### config.mk
export PLATFORM = sky130hd
export DESIGN_NAME = vx_cache_core_rsp_gather
export DESIGN_NICKNAME = d
export VERILOG_FILES = /design/src/rtl/vx_cache_core_rsp_gather.sv
export SDC_FILE = /design/constraint.sdc
export NUM_CORES = 1
export LEC_CHECK = 0
export BUFFER_PORTS_ARGS = -buffer_cell sky130_fd_sc_hd__buf_2
export CAP_MARGIN = 20
export CORE_MARGIN = 2
export CORE_UTILIZATION = 50
export CTS_CLUSTER_DIAMETER = 80
export DETAILED_ROUTE_END_ITERATION = 10
export GPL_TIMING_DRIVEN = 0
export PLACE_DENSITY = 0.76
export REMOVE_ABC_BUFFERS = 1
export SLEW_MARGIN = 20
export SYNTH_ARGS = -nofsm -noshare
export SYNTH_HDL_FRONTEND = slang
export SYNTH_SLANG_ARGS = --single-unit
### constraint.sdc
create_clock -name clk -period 9.1 [get_ports clk]
set_input_delay 1.82 -clock clk [delete_from_list [all_inputs] [get_ports clk]]
set_output_delay 1.82 -clock clk [all_outputs]
set_load 0.05 [all_outputs]
### src/rtl/vx_cache_core_rsp_gather.sv
// Merges per-bank cache read responses with matching tag IDs into whole-warp core
// responses. The winner bank is chosen round-robin and results are queued in a small FIFO.
module vx_cache_core_rsp_gather #(
  parameter int NUM_BANKS        = 4,
  parameter int NUM_PORTS        = 1,
  parameter int NUM_REQS         = 4,
  parameter int WORD_SIZE        = 4,
  parameter int CORE_TAG_WIDTH   = 8,
  parameter int CORE_TAG_ID_BITS = 4,
  parameter int OUT_DEPTH        = 2,
  localparam int REQS_BITS       = (NUM_REQS > 1) ? $clog2(NUM_REQS) : 1,
  localparam int WORD_WIDTH      = 8 * WORD_SIZE
) (
  input  logic                                          clk,
  input  logic                                          reset,
  input  logic [NUM_BANKS-1:0]                          per_bank_core_rsp_valid,
  input  logic [NUM_BANKS*NUM_PORTS-1:0]                per_bank_core_rsp_pmask,
  input  logic [NUM_BANKS*NUM_PORTS*REQS_BITS-1:0]      per_bank_core_rsp_tid,
  input  logic [NUM_BANKS*NUM_PORTS*WORD_WIDTH-1:0]     per_bank_core_rsp_data,
  input  logic [NUM_BANKS*CORE_TAG_WIDTH-1:0]           per_bank_core_rsp_tag,
  output logic [NUM_BANKS-1:0]                          per_bank_core_rsp_ready,
  output logic                                          core_rsp_valid,
  output logic [NUM_REQS-1:0]                           core_rsp_tmask,
  output logic [CORE_TAG_WIDTH-1:0]                     core_rsp_tag,
  output logic [NUM_REQS*WORD_WIDTH-1:0]                core_rsp_data,
  input  logic                                          core_rsp_ready
);

  localparam int RR_BITS = (NUM_BANKS > 1) ? $clog2(NUM_BANKS) : 1;
  localparam int CNT_W   = $clog2(OUT_DEPTH + 1);
  localparam int PTR_W   = (OUT_DEPTH > 1) ? $clog2(OUT_DEPTH) : 1;
  localparam logic [CNT_W-1:0]   DEPTH_C  = CNT_W'(OUT_DEPTH);
  localparam logic [PTR_W-1:0]   PTR_LAST = PTR_W'(OUT_DEPTH - 1);
  localparam logic [RR_BITS-1:0] RR_LAST  = RR_BITS'(NUM_BANKS - 1);

  logic [RR_BITS-1:0]             rr_ptr_r;
  logic [RR_BITS-1:0]             winner_s;
  logic                           found_s;
  logic [NUM_BANKS-1:0]           match_s;
  logic [CORE_TAG_WIDTH-1:0]      win_tag_s;
  logic [NUM_REQS-1:0]            tmask_s;
  logic [NUM_REQS*WORD_WIDTH-1:0] data_s;
  logic [REQS_BITS-1:0]           lane_s;
  logic                           fire_s;
  logic                           pop_s;
  logic [CNT_W-1:0]               count_r;
  logic [PTR_W-1:0]               wr_ptr_r;
  logic [PTR_W-1:0]               rd_ptr_r;

  logic [NUM_REQS-1:0]            mem_tmask_r [OUT_DEPTH];
  logic [CORE_TAG_WIDTH-1:0]      mem_tag_r   [OUT_DEPTH];
  logic [NUM_REQS*WORD_WIDTH-1:0] mem_data_r  [OUT_DEPTH];

  // Winner: first valid bank scanning circularly upward from rr_ptr
  always_comb begin
    winner_s = '0;
    found_s  = 1'b0;
    for (int k = 0; k < NUM_BANKS; k++) begin
      if (!found_s && per_bank_core_rsp_valid[(int'(rr_ptr_r) + k) % NUM_BANKS]) begin
        winner_s = RR_BITS'((int'(rr_ptr_r) + k) % NUM_BANKS);
        found_s  = 1'b1;
      end else begin
        found_s  = found_s;
      end
    end
  end

  assign win_tag_s = per_bank_core_rsp_tag[int'(winner_s)*CORE_TAG_WIDTH +: CORE_TAG_WIDTH];

  generate
    if (CORE_TAG_ID_BITS > 0) begin : g_id_merge
      // Match set: every valid bank sharing the winner's tag ID
      always_comb begin
        match_s = '0;
        for (int i = 0; i < NUM_BANKS; i++) begin
          match_s[i] = per_bank_core_rsp_valid[i] &&
                       (per_bank_core_rsp_tag[i*CORE_TAG_WIDTH +: CORE_TAG_ID_BITS] ==
                        win_tag_s[CORE_TAG_ID_BITS-1:0]);
        end
      end
    end else begin : g_no_merge
      // Match set: the winner bank alone
      always_comb begin
        match_s = '0;
        for (int i = 0; i < NUM_BANKS; i++) begin
          match_s[i] = per_bank_core_rsp_valid[i] && (RR_BITS'(i) == winner_s);
        end
      end
    end
  endgenerate

  // Lane assembly; later (bank, port) pairs overwrite earlier ones on a collision
  always_comb begin
    tmask_s = '0;
    data_s  = '0;
    lane_s  = '0;
    for (int i = 0; i < NUM_BANKS; i++) begin
      for (int p = 0; p < NUM_PORTS; p++) begin
        if (match_s[i] && per_bank_core_rsp_pmask[i*NUM_PORTS + p]) begin
          lane_s = per_bank_core_rsp_tid[(i*NUM_PORTS + p)*REQS_BITS +: REQS_BITS];
          if (int'(lane_s) < NUM_REQS) begin
            tmask_s[lane_s] = 1'b1;
            data_s[int'(lane_s)*WORD_WIDTH +: WORD_WIDTH] =
              per_bank_core_rsp_data[(i*NUM_PORTS + p)*WORD_WIDTH +: WORD_WIDTH];
          end else begin
            tmask_s = tmask_s;
          end
        end else begin
          tmask_s = tmask_s;
        end
      end
    end
  end

  // Fire only from registered occupancy; no bypass when full
  assign fire_s = (|per_bank_core_rsp_valid) && (count_r < DEPTH_C) && reset;

  // Bank readies: consume the whole match set on fire
  always_comb begin
    if (fire_s) begin
      per_bank_core_rsp_ready = match_s;
    end else begin
      per_bank_core_rsp_ready = '0;
    end
  end

  assign core_rsp_valid = reset && (count_r != '0);
  assign pop_s          = core_rsp_valid && core_rsp_ready;
  assign core_rsp_tmask = mem_tmask_r[rd_ptr_r];
  assign core_rsp_tag   = mem_tag_r[rd_ptr_r];
  assign core_rsp_data  = mem_data_r[rd_ptr_r];

  // Control state: occupancy, FIFO pointers and round-robin pointer
  always_ff @(posedge clk) begin
    if (!reset) begin
      count_r  <= '0;
      wr_ptr_r <= '0;
      rd_ptr_r <= '0;
      rr_ptr_r <= '0;
    end else begin
      if (fire_s) begin
        wr_ptr_r <= (wr_ptr_r == PTR_LAST) ? '0 : wr_ptr_r + PTR_W'(1);
        rr_ptr_r <= (winner_s == RR_LAST) ? '0 : winner_s + RR_BITS'(1);
      end else begin
        wr_ptr_r <= wr_ptr_r;
        rr_ptr_r <= rr_ptr_r;
      end
      if (pop_s) begin
        rd_ptr_r <= (rd_ptr_r == PTR_LAST) ? '0 : rd_ptr_r + PTR_W'(1);
      end else begin
        rd_ptr_r <= rd_ptr_r;
      end
      case ({fire_s, pop_s})
        2'b10:   count_r <= count_r + CNT_W'(1);
        2'b01:   count_r <= count_r - CNT_W'(1);
        default: count_r <= count_r;
      endcase
    end
  end

  // FIFO storage; contents survive reset, only pointers are cleared
  always_ff @(posedge clk) begin
    if (fire_s) begin
      mem_tmask_r[wr_ptr_r] <= tmask_s;
      mem_tag_r[wr_ptr_r]   <= win_tag_s;
      mem_data_r[wr_ptr_r]  <= data_s;
    end
  end

endmodule

==> results.cfg, run 1 <==
[outcome]
status = finished, final reports clean

[die]
num_rows = 66
core_um2 = 32370
die_area_um2 = 34250
fp.dieW_um = 185.1
ios = 324
start_util_pct = 50.63
dieHeight_um = 185.1

[power_and_ir_drop]
p_total_mw = 4.218
peakVddDrop_uv = 144.1
p_int_mw = 2.735
leakage_nw = 7.593
power_switching_mw = 1.483
p_sw_share_pct = 35.16
power_frac_comb_pct = 31.7
clkPwrFrac_pct = 28.7
p_per_area_nw_per_um2 = 208.3
seqPwrFrac_pct = 39.7

[clocking]
cts_tree = yes
cts_resized = 0
ctsHoldBuffers = 0
post_cts_buffers = 0
clockBufferDepth = 3
clock_latency_ps = 570
htree_num_levels = 1
root_buffer = clkbuf_16
clkSinkCount = 287
clk_pin_slew_ps = 60
cts_buffers = 31

[routing]
post_drt_via_cell_ratio = 6.528
antenna_left = 0
drc = 0
wire_per_inst_um = 24.63
dr.pass1.iters = 6
routed_wl_mm = 53.84
first_iter_violations = 1880
via_count = 14270

[final_layout]
syn_to_final_growth_pct = 23.55
final_nets = 1920
final_util_pct = 62.56
drive_gt1_share_pct = 35.03
fillers = 2535
stdcell_area_um2 = 20250

[synth]
syn_inst = 1418
syn_area_um2 = 16390
yosysUniqueCellTypes = 62
syn_avg_cell_area_um2 = 11.56
synth-seq-cells = 287
synth_ff_type = edfxtp_1
synthTopCellsByArea = edfxtp_1, mux2_2, a221o_1
ys_seq_area_share_pct = 52.15
synth_top_area_cell = edfxtp_1
synth_edf_count = 280
synthArstFlopShare_pct = 0
yosysMostFrequentCell = edfxtp_1
synthTopCellsByCount = edfxtp_1, nand2_1, a21oi_1
yosysWarnings = 0
synth_top_cell_area_share_pct = 51.30

[critical_path]
cp.arrival_ps = 4660
cp.buffers_inverters = 2
end_kind = primary output
cp-start-kind = primary input
crit_path_top_delay_cell = a211oi_2
cp.required_ps = 7280
crit_top_cell = buf_2
crit_family = compound AO/OA/AOI/OAI gates
critPathMaxFanout = 12
cpPeakStageDelay_ps = 680
setup.worst_path.class = in -> out
crit_chain = buf_2 -> nor2b_1 -> a211oi_2 -> o21ai_0 -> and3_1 -> o41ai_1 -> nand2_1 -> nor2_1 -> buf_2

[place]
place_ws_ps = 2702
port_buffers = 323
gp_congestion = 0.8589
hpwlAfterDp_mm = 38.01
dpl_cell_area_um2 = 19260

[sta]
finalHoldViolCount = 0
rsz0062_at_grt = false
maxSlewHeadroom_pct = 41.16
hold_ws_ps = 507.0
setup_viol = 0
skew_ps = 15.80
drv_slew = 0
clock.fmax_mhz = 154.3
fin_ws_ps = 2619
finalCritPeriodShare_pct = 71.22
tightest_slew_ps = 879.8
period_needed_ps = 6481

[hold_path]
hp-class = reg -> reg

[grt]
first_global_vias = 13960
overflow = 0
grt_usage_pct = 30.26
grt_max_degree = 52
grt_antenna_before_repair = 16
grt_pass1_wl_mm = 79.29

[run]
drv_cap = 0
-- worst paths after layout --
path	from	end	slack, ps	depth (start not counted)
setup / recovery	per_bank_core_rsp_valid[2]	per_bank_core_rsp_ready[1]	2620	9
hold / removal	rr_ptr_r[0]$_SDFFE_PN0P_	rr_ptr_r[0]$_SDFFE_PN0P_	510	2
setup reg to reg	rr_ptr_r[1]$_SDFFE_PN0P_	mem_data_r[1][52]$_DFFE_PP_	4490	11
hold reg to reg	rr_ptr_r[0]$_SDFFE_PN0P_	rr_ptr_r[0]$_SDFFE_PN0P_	510	2
-- power groups by stage --
stage | registers, mW | logic (mW) | clock network, mW
after global placement | 1.78 | 1.23 | 0
after global routing | 1.69 | 1.40 | 1.28
after CTS | 1.67 | 1.33 | 1.22
after detailed placement | 1.70 | 1.33 | 0
after floorplan | 1.73 | 0.906 | 0
final | 1.67 | 1.34 | 1.21
-- tightest hold or removal path, stage by stage, from the launching register on --
cell and delay (ps):
dfxtp_1 330, nand3_1 60, o21ai_0 60
-- placed cells by master, fill, tap and decap left out, types with 4 or more instances in the layout --
| cell | n |
|---|---|
| a211oi_1 | 4 |
| a21o_1 | 4 |
| a21oi_1 | 170 |
| a221o_1 | 101 |
| a221oi_1 | 27 |
| a22o_1 | 100 |
| a31oi_1 | 10 |
| and2_1 | 37 |
| and2_4 | 4 |
| and3_1 | 14 |
| and3_2 | 4 |
| buf_12 | 6 |
| buf_16 | 24 |
| buf_2 | 323 |
| buf_4 | 19 |
| buf_6 | 12 |
| clkbuf_1 | 7 |
| clkbuf_16 | 31 |
| clkinv_1 | 8 |
| dfxtp_1 | 6 |
| diode_2 | 14 |
| edfxtp_1 | 280 |
| ha_1 | 32 |
| inv_1 | 14 |
| mux2_2 | 140 |
| nand2_1 | 198 |
| nand3_1 | 10 |
| nand4_1 | 5 |
| nor2_1 | 12 |
| nor2_4 | 6 |
| nor2b_1 | 12 |
| nor3_1 | 6 |
| o21ai_0 | 5 |
| o21ai_1 | 6 |
| o31ai_1 | 5 |
| xnor2_1 | 16 |
| xor2_1 | 5 |
-- flip-flops by register name (all words and copies together) (netlist names), named ones only --
name	cells
mem_tag_r	16
mem_data_r	256
mem_tmask_r	8
wr_ptr_r	1
rd_ptr_r	1
rr_ptr_r	2
count_r	2
-- cell type report --
class	count	area, µm²	share of cell area, %
sequential	287	8552	42.23
multi-input combinational	988	7385	36.47
timing repair buffer	387	2720	13.43
clock buffer	38	802.0	3.960
tap	442	553.0	2.731
clock inverter	16	151.4	0.7476
inverter	14	52.55	0.2595
antenna	14	35.03	0.1730
-- cells by family after synthesis --
logic type	Yosys count	share of synthesized area, %
AOI/OAI and AO/OA	461	21.52
adders and majority gates	32	2.443
muxes	140	9.618
and+or+nand+nor	334	9.534
xor gates and xnor gates	21	1.122
buffers and inverters	143	3.611
DFF	287	52.15
-- layer usage --
layer / share of wire, % / global-route usage (%)
met5: 0.21 / 0
met1: 36 / 37.60
met2: 46 / 48.51
met3: 14 / 8.651
met4: 4.9 / 14.86
-- through the flow --
| step | std cells | setup TNS (ps) |
|---|---|---|
| final | 2186 | 0 |
| after global placement | 2054 | -1134180 |
| after detailed placement | 2118 | 0 |
| after global routing | 2179 | 0 |
| after floorplan | 1289 | 0 |
| after CTS | 2172 | 0 |
No activity file was read; power rests on OpenSTA's default activity.
==> run 2: changes to the inputs <==
ABC_AREA = 1   (was not set)
PLACE_DENSITY = 0.71   (was 0.76)
clock period = 5.97 ns   (was 9.1 ns; I/O delays follow)
==> results.cfg, run 2 <==
[sta]
setup_viol = 0
finalCritPeriodShare_pct = 94.82
rsz0062_at_grt = false
finalHoldViolCount = 0
drv_slew = 0
fin_tns_setup_ps = 0
maxSlewHeadroom_pct = 19.98
skew_ps = 32.44
tightest_slew_ps = 1199
period_needed_ps = 5661
clock.fmax_mhz = 176.7

[final_layout]
final_cell_mix = nand2_1, nand3_1, buf_2
drive_gt1_share_pct = 20.69
fillers = 3809
layout_commonest_cell = nand2_1
top_register = mem_data_r
final_util_pct = 58.71
syn_to_final_growth_pct = 16.28
largest_reg_flops = 256
final_nets = 3282
largest_registers = mem_data_r: 256 flops, mem_tag_r: 16 flops, mem_tmask_r: 8 flops

[clocking]
root_buffer = clkbuf_16
clk_pin_slew_ps = 60
cts_tree = yes
clock_latency_ps = 600
htree_num_levels = 1
cts_buffers = 31
ctsHoldBuffers = 0
clockBufferDepth = 3
clkSinkCount = 287

[power_and_ir_drop]
peakVddDrop_uv = 303.7
leakage_nw = 11.11
p_per_area_nw_per_um2 = 321.2

[outcome]
violations = design-rule violations
status = complete, but fails checks

[routing]
routed_wl_mm = 80.20
via_count = 22450
first_iter_violations = 2692
dr.pass1.iters = 11
wire_per_inst_um = 21.63
drc = 1
post_drt_via_cell_ratio = 6.055
antenna_left = 0

[synth]
syn_avg_cell_area_um2 = 7.416
yosysWarnings = 0
synthTopCellsByArea = edfxtp_1, nand2_1, nand4_1
synth_edf_count = 280
yosysMostFrequentCell = nand2_1
yosysUniqueCellTypes = 37
ys_seq_area_share_pct = 39.48
synth_top_cell_area_share_pct = 38.83
syn_area_um2 = 21650
synth_top_area_cell = edfxtp_1
synth-seq-cells = 287
synth_ff_type = edfxtp_1
syn_inst = 2920
synthArstFlopShare_pct = 0
synthTopCellsByCount = nand2_1, nand3_1, nor2_1

[die]
die_area_um2 = 44990
core_um2 = 42890
fp.dieW_um = 212.1
num_rows = 76
dieHeight_um = 212.1
ios = 324
start_util_pct = 50.49

[critical_path]
critPathMaxFanout = 33
cp.required_ps = 6400
cp-start-kind = primary input
cp.arrival_ps = 6090
setup.worst_path.class = in -> reg
end_kind = flip-flop
crit_top_cell = nand2_1
crit_chain = buf_2 -> inv_1 -> nand2_1 -> nand3_1 -> nand2_2 -> nor2_4 -> nand4_1 -> nand2_1 -> nand2_1 -> nand3_2 -> nand2_2 -> xor2_1 -> o21ai_1 -> nor2_4 -> nand3_2 -> inv_4 -> nand3_1 -> nand2_1
cpPeakStageDelay_ps = 890
crit_path_top_delay_cell = inv_4

[place]
hpwlAfterDp_mm = 52.47
gp_congestion = 0.8683
port_buffers = 323

[grt]
first_global_vias = 21340
grt_usage_pct = 34.33
grt_pass1_wl_mm = 118.5
overflow = 0
grt_max_degree = 81
grt_antenna_before_repair = 27

[hold_path]
hp-class = reg -> reg

[run]
drv_cap = 0
[run 2: path summary, 6_finish.rpt]
| path | cells after the start | slack [ps] | startpoint | end |
|---|---|---|---|---|
| worst max register to register | 18 | 480 | rr_ptr_r[0]$_SDFFE_PN0P_ | mem_data_r[0][45]$_DFFE_PP_ |
| worst min-delay path | 1 | 490 | count_r[1]$_SDFFE_PN0P_ | count_r[1]$_SDFFE_PN0P_ |
| worst max-delay path | 18 | 310 | per_bank_core_rsp_valid[1] | mem_data_r[0][45]$_DFFE_PP_ |
| worst min register to register | 1 | 490 | count_r[1]$_SDFFE_PN0P_ | count_r[1]$_SDFFE_PN0P_ |
[run 2: cell type report]
cell class | count | area, µm² | share of cell area [%]
diodes | 29 | 72.57 | 0.2882
clock buffers | 36 | 794.5 | 3.155
clock inverters | 20 | 215.2 | 0.8547
inverters | 286 | 1085 | 4.308
multi-input cells | 2086 | 10900 | 43.28
flip-flops and latches | 287 | 8552 | 33.96
well taps | 585 | 732.0 | 2.907
repair buffers | 379 | 2830 | 11.24
[run 2: logic make-up after synthesis]
logic type | synth area share [%]
adders and majority gates | 1.849
and+or+nand+nor | 39.58
buffers and inverters | 10.76
muxes | 7.281
xor gates and xnor gates | 0.2831
AOI/OAI and AO/OA | 0.7743
DFF | 39.48
[run 2: power breakdown]
group	switching, mW	internal (mW)
clock network	0.803	1.12
registers	0.0861	2.55
logic	2.57	0.958
total	3.46	4.63
[run 2: repair_timing]
item / 4_1_cts / 5_1_grt
buffers inserted: 0 / 4
gates resized for setup: 0 / 5
setup endpoints to repair: 0 / 192
hold endpoints to repair: 0 / 0
[run 2: critical path, delay by kind of cell]
family	cells	cell delay [ps]
AO/OA/AOI/OAI	1	130
XOR/XNOR	1	150
buffers and inverters	3	1070
AND/OR/NAND/NOR	13	3500
[run 2: per-layer routing]
metal	up-vias	wire length, µm	global-route usage (%)
met3	399	9649	7.740
met4	8	5267	22.78
met1	10210	29720	42.82
li1	10190	-	-
met5	-	52	0
met2	1649	35520	53.47
[run 2: through the flow]
step	total power, mW	cell area, µm²	hold slack, ps	instances	setup slack, ps
global placement	5.945	22750	458.8	3566	-6557
detailed placement	6.131	24050	469.3	3618	-499.9
finish	8.088	25180	494.5	3708	309.2
floorplan	5.063	20400	444.2	2658	-2403
global route	8.410	25150	532.3	3696	25.07
CTS	8.046	25060	482.9	3674	80.96
